$ cat src/rtl/control_sequencer_if.sv
// rtl/control_sequencer_if.sv - sequencer-side bundle: IR/status/halt in, control word and step state out
interface control_sequencer_if #(
  parameter int CB_WIDTH = 33
);
  logic                hlt;
  logic [15:0]         instr;
  logic [3:0]          status;
  logic [CB_WIDTH-1:0] control_bus;
  logic [3:0]          T;
  logic                halted;

  modport master (
    output hlt, instr, status,
    input  control_bus, T, halted
  );

  modport slave (
    input  hlt, instr, status,
    output control_bus, T, halted
  );
endinterface

$ cat src/rtl/control_sequencer.sv
// rtl/control_sequencer.sv - fetch/execute microsequencer driving the datapath control word
module control_sequencer #(
  parameter int CB_WIDTH = 33,
  parameter int ZERO_BIT = 1
) (
  input  logic               clk,
  input  logic               reset,
  control_sequencer_if.slave bus
);

  typedef enum logic [1:0] {
    S_FETCH = 2'd0,
    S_EXEC  = 2'd1,
    S_HALT  = 2'd2
  } state_t;

  state_t     state, state_nxt;
  logic [3:0] t_q, t_nxt;
  logic       seen_q, seen_nxt;

  logic [7:0] op;
  logic [7:0] opd;
  logic       is_jmp, is_jz, is_hlt, two_step;
  logic       unused_bits;

  logic [4:0] alu, mid, sid;
  logic [1:0] amid;
  logic       pc_inr, mid_en, sid_en, amid_en;
  logic [CB_WIDTH-1:0] cb;

  assign op          = bus.instr[7:0];
  assign opd         = bus.instr[15:8];
  assign is_jmp      = (op == 8'hC0);
  assign is_jz       = (op == 8'hC1);
  assign is_hlt      = (op == 8'hFF);
  // JZ decides at T2 whether a T3 exists; T3 itself never looks at status again.
  assign two_step    = is_jmp | (is_jz & bus.status[ZERO_BIT]);
  assign unused_bits = ^{opd[7:5], bus.status};

  always_ff @(posedge clk) begin
    if (reset) begin
      state  <= S_FETCH;
      t_q    <= 4'd0;
      seen_q <= 1'b0;
    end else begin
      state  <= state_nxt;
      t_q    <= t_nxt;
      seen_q <= seen_nxt;
    end
  end

  always_comb begin
    state_nxt = state;
    t_nxt     = t_q;
    seen_nxt  = seen_q;
    alu       = 5'd0;
    mid       = 5'd0;
    sid       = 5'd0;
    amid      = 2'd0;
    pc_inr    = 1'b0;
    mid_en    = 1'b0;
    sid_en    = 1'b0;
    amid_en   = 1'b0;

    unique case (state)
      S_FETCH: begin
        amid    = 2'd0;
        amid_en = 1'b1;
        mid     = 5'd4;
        sid     = {4'd0, t_q[0]};
        mid_en  = 1'b1;
        sid_en  = 1'b1;
        pc_inr  = 1'b1;
        if (t_q == 4'd0) begin
          t_nxt = 4'd1;
        end else begin
          state_nxt = S_EXEC;
          t_nxt     = 4'd2;
        end
      end

      S_EXEC: begin
        if (t_q == 4'd3) begin
          mid    = 5'd6;
          sid    = 5'd10;
          mid_en = 1'b1;
          sid_en = 1'b1;
        end else begin
          case (op[7:6])
            2'b00: begin
              mid    = opd[4:0];
              sid    = op[4:0];
              mid_en = 1'b1;
              sid_en = 1'b1;
            end
            2'b01: begin
              alu    = op[4:0];
              mid    = 5'd18;
              sid    = 5'd2;
              mid_en = 1'b1;
              sid_en = 1'b1;
            end
            2'b10: begin
              amid    = 2'd3;
              amid_en = 1'b1;
              mid     = op[5] ? 5'd2 : 5'd4;
              sid     = op[5] ? 5'd4 : 5'd2;
              mid_en  = 1'b1;
              sid_en  = 1'b1;
            end
            default: begin
              if (two_step) begin
                mid    = 5'd5;
                sid    = 5'd9;
                mid_en = 1'b1;
                sid_en = 1'b1;
              end
            end
          endcase
        end

        if (t_q == 4'd2 && two_step) begin
          t_nxt = 4'd3;
        end else if (bus.hlt || is_hlt) begin
          state_nxt = S_HALT;
          t_nxt     = 4'd0;
          seen_nxt  = bus.hlt;
        end else begin
          state_nxt = S_FETCH;
          t_nxt     = 4'd0;
        end
      end

      S_HALT: begin
        // Leave on the first low hlt after hlt has been seen high at least once.
        t_nxt = 4'd0;
        if (bus.hlt) begin
          seen_nxt = 1'b1;
        end else if (seen_q) begin
          state_nxt = S_FETCH;
          seen_nxt  = 1'b0;
        end
      end

      default: begin
        state_nxt = S_FETCH;
        t_nxt     = 4'd0;
        seen_nxt  = 1'b0;
      end
    endcase
  end

  always_comb begin
    cb       = '0;
    cb[20:0] = {alu, mid, sid, amid, pc_inr, mid_en, sid_en, amid_en};
  end

  assign bus.control_bus = reset ? '0 : cb;
  assign bus.T           = t_q;
  assign bus.halted      = (state == S_HALT);

endmodule
$ cat src/flat_wrapper.sv
// flat-port wrapper written by rule: the top's interface ports become plain ports
module control_sequencer_flat 
#(
  parameter int CB_WIDTH = 33,
  parameter int ZERO_BIT = 1
)
  (clk, reset, bus_hlt, bus_instr, bus_status, bus_control_bus, bus_T, bus_halted);
  control_sequencer_if #(.CB_WIDTH(CB_WIDTH)) bus_i ();
  input  logic clk;
  input  logic reset;
  input wire logic [$bits(bus_i.hlt)-1:0] bus_hlt;
  input wire logic [$bits(bus_i.instr)-1:0] bus_instr;
  input wire logic [$bits(bus_i.status)-1:0] bus_status;
  output wire logic [$bits(bus_i.control_bus)-1:0] bus_control_bus;
  output wire logic [$bits(bus_i.T)-1:0] bus_T;
  output wire logic [$bits(bus_i.halted)-1:0] bus_halted;
  assign bus_i.hlt = bus_hlt;
  assign bus_i.instr = bus_instr;
  assign bus_i.status = bus_status;
  assign bus_control_bus = bus_i.control_bus;
  assign bus_T = bus_i.T;
  assign bus_halted = bus_i.halted;
  control_sequencer #(.CB_WIDTH(CB_WIDTH), .ZERO_BIT(ZERO_BIT)) u_core (.clk(clk), .reset(reset), .bus(bus_i));
endmodule
$ cat config.mk
export PLATFORM = sky130hd
export DESIGN_NAME = control_sequencer_flat
export DESIGN_NICKNAME = d
export VERILOG_FILES = /design/src/rtl/control_sequencer_if.sv /design/src/rtl/control_sequencer.sv /design/src/flat_wrapper.sv
export SDC_FILE = /design/constraint.sdc
export NUM_CORES = 1
export LEC_CHECK = 0
export BUFFER_PORTS_ARGS = -buffer_cell sky130_fd_sc_hd__buf_2
export CAP_MARGIN = 25
export CORE_UTILIZATION = 35
export CTS_CLUSTER_DIAMETER = 50
export CTS_CLUSTER_SIZE = 24
export DETAILED_ROUTE_END_ITERATION = 6
export PLACE_DENSITY = 0.81
export SETUP_SLACK_MARGIN = 0.5
export SYNTH_ARGS = -nofsm -noshare
export SYNTH_HDL_FRONTEND = slang
export SYNTH_SLANG_ARGS = --single-unit
$ cat constraint.sdc
create_clock -name clk -period 1.7 [get_ports clk]
set_input_delay 0 -clock clk [delete_from_list [all_inputs] [get_ports clk]]
set_output_delay 0 -clock clk [all_outputs]
set_load 0.02 [all_outputs]
==> flow_summary.json <==
{
  "post-route-cell-area_um2": 1370,
  "grt_pass1_vias": 955,
  "synth-compound-area-share": 0.214,
  "synth_top_family_by_area": "simple AND/OR/NAND/NOR gates",
  "dieArea_um2": 2270,
  "synthAdderAreaFrac": 0.0514,
  "synthCells": 104,
  "critical_path.slowest_cell": "dfxtp_2",
  "synth_cell_types": 37,
  "globalplace.congestion": 0.750,
  "skew_ps": 0.828,
  "clock_latency_ps": 230,
  "coreArea_um2": 1960,
  "num_vias": 1062,
  "clkSinkCount": 5,
  "hold_buffers": 0,
  "yosys_most_used_dff": "dfxtp_1",
  "cts.reportedPaths.clkPinSlew_ps": 40,
  "grt.overflow.total": 0,
  "wl_per_cell_um": 17.5,
  "die_w_um": 47.7,
  "hp-start": "bus_hlt",
  "cts-root-buf": "clkbuf_4",
  "grt_antenna_before_repair": 0,
  "yosysSeqAreaShare": 0.137,
  "synth_mux_area_frac": 0.0291,
  "synth_edf_count": 0,
  "cts_htree_levels": 1,
  "r2r-start": "u_core.state[1]",
  "place_area_um2": 971,
  "detail_route.vias_per_cell": 5.62,
  "crit_arrival_ps": 1640,
  "vdd_ir_drop_max_v": 0.000710,
  "crit_chain": "inv_2 > ha_4 > nor2b_4 > nand2_4 > buf_12 > nor3b_4 > or2_4 > buf_6",
  "min_period_ps": 1640,
  "final.fill_count": 128,
  "drt_iter0_markers": 51,
  "synthXorXnorAreaFrac": 0,
  "pin_count": 61,
  "firstDrtPassIters": 4,
  "critPathRequiredTime_ps": 1700,
  "fin_nets": 189,
  "setup_tns_ps": 0,
  "status": "completed",
  "clockBufferDepth": 2,
  "ff2ff_path_depth": 6,
  "ys_ff_latch": 5,
  "hold_violations": 0,
  "end_kind": "primary output",
  "antennaDiodeCount": 0,
  "drive_gt1_frac": 0.630,
  "syn_area_per_cell_um2": 7.03,
  "syn_area_um2": 731,
  "routed_wl_mm": 3.30,
  "cp-start-kind": "flop",
  "grt_max_degree": 14,
  "fp.dieH_um": 47.7,
  "drv_cap": 0,
  "timing.rr.end": "u_core.state[1]",
  "cp-endpoint": "bus_control_bus[0]",
  "start_util": 0.372,
  "power.density_nw_per_um2": 1200,
  "startpoint": "u_core.state[1]",
  "dp_hpwl_mm": 1.56,
  "worstSetupPathType": "flop to primary output",
  "synthToLayoutAreaGrowth_pct": 87.5,
  "grt_pass1_wl_mm": 4.26,
  "leakage_nw": 0.632,
  "seqCellArea_um2": 110,
  "synthSimpleGateAreaFrac": 0.353,
  "remaining_drc_errors": 0,
  "cts_tree": "yes",
  "r2r_slack_ps": 130,
  "grt_usage": 0.268,
  "multi_input_area_um2": 697,
  "cts_buffers": 3,
  "fp-row-count": 16,
  "setup_violations": 0,
  "ys_async_sr_fraction": 0,
  "port_buffers": 40,
  "critPathMaxStageDelay_ps": 320,
  "ant_nets": 0,
  "final.period_utilization": 0.964,
  "crit_fanout": 4,
  "final_max_slew_viol_count": 0,
  "hp-class": "primary input to flop",
  "rsz0062_at_grt": "true",
  "max_freq_mhz": 610,
  "yosysWarnings": 0
}
## logic make-up after synthesis
logic type / count (synthesis)
mux: 2
other cells: 1
simple gates: 43
flops: 5
compound gates: 27
buf+inv: 23
fa+ha+maj: 3
## power breakdown
part | internal [mW] | leakage, nW | switching (mW)
sequential | 0.175 | 0.0431 | 0.0695
clock | 0.0884 | 0.0150 | 0.0440
combinational | 0.605 | 0.574 | 0.656
total | 0.869 | 0.632 | 0.770
## layer usage
| metal | vias to the layer above | share of wire | global-route usage |
|---|---|---|---|
| met1 | 478 | 0.34 | 0.259 |
| met5 | - | 0 | 0 |
| met3 | 24 | 0.089 | 0.0642 |
| li1 | 462 | - | - |
| met2 | 98 | 0.52 | 0.503 |
| met4 | 0 | 0.058 | 0.167 |
## what timing repair did
| item | CTS | global route |
|---|---|---|
| endpoints found under the setup margin | 24 | 26 |
| pin swaps | 14 | 8 |
| setup buffers | 17 | 2 |
| resized for setup | 48 | 17 |
## cells in the mapped netlist (all sizes together), types with 2 or more instances
cell type,instances,area (µm²)
nand2b,2,12.5
o21ai,6,30.0
a21oi,13,65.1
nand2,6,22.5
ha,3,37.5
nor3,5,25.0
buf,18,135
nor3b,2,15.0
nor2b,2,12.5
and4,4,37.5
nor2,8,30.0
inv,4,15.0
o31ai,3,22.5
dfxtp,5,100
and2,5,32.5
## worst min path at each step
stage | to | cells after the start
2_1_floorplan | bus_control_bus[16] | 1
3_3_place_gp | u_core.seen_q | 3
3_5_place_dp | u_core.state[0] | 2
4_1_cts | u_core.seen_q | 3
5_1_grt | u_core.seen_q | 3
6_report | u_core.seen_q | 3
## placed cells by master (no fill, tap or decap), types with 2 or more instances in the layout
master / count
nor2_1: 5
o31ai_1: 2
o21ai_2: 2
and2_4: 5
nand2_1: 4
a21oi_2: 3
and4_1: 2
nor3b_4: 2
nor3_1: 2
dfxtp_4: 2
dfxtp_2: 2
buf_4: 18
clkbuf_4: 3
buf_6: 20
conb_1: 14
ha_4: 2
buf_2: 21
nor2_4: 2
a21oi_1: 10
inv_1: 2
o21ai_0: 2
and4_2: 2
nor3_4: 2
## per-stage QoR
stage	setup slack, ps	hold slack [ps]	util	total power [mW]	std cells
final	61.6	118	0.698	1.64	189
after detailed placement	156	349	0.495	0.970	166
after global routing	-55.4	106	0.698	1.75	189
after floorplan	269	139	-	0.818	117
after CTS	110	102	0.657	1.48	187
after global placement	195	304	0.495	0.949	166
## layout make-up
type	count	area share
tap	27	0.0247
clock buffer	4	0.0192
multi-input combinational	89	0.509
inverter	4	0.0128
timing repair buffer	60	0.354
sequential	5	0.0804
## worst max-delay path, delay by kind of cell, from the launching register on
family | cells | cell delay (ps)
AND/OR/NAND/NOR | 4 | 610
flip-flops | 1 | 320
buffers and inverters | 3 | 310
adder cells (fa/ha/maj) | 1 | 160
## flip-flops by register name, indices dropped and copies added, names as in the netlist
signal and flops:
u_core.bus.T 2, u_core.state 2, u_core.seen_q 1
(Power assumes the default switching activity.)
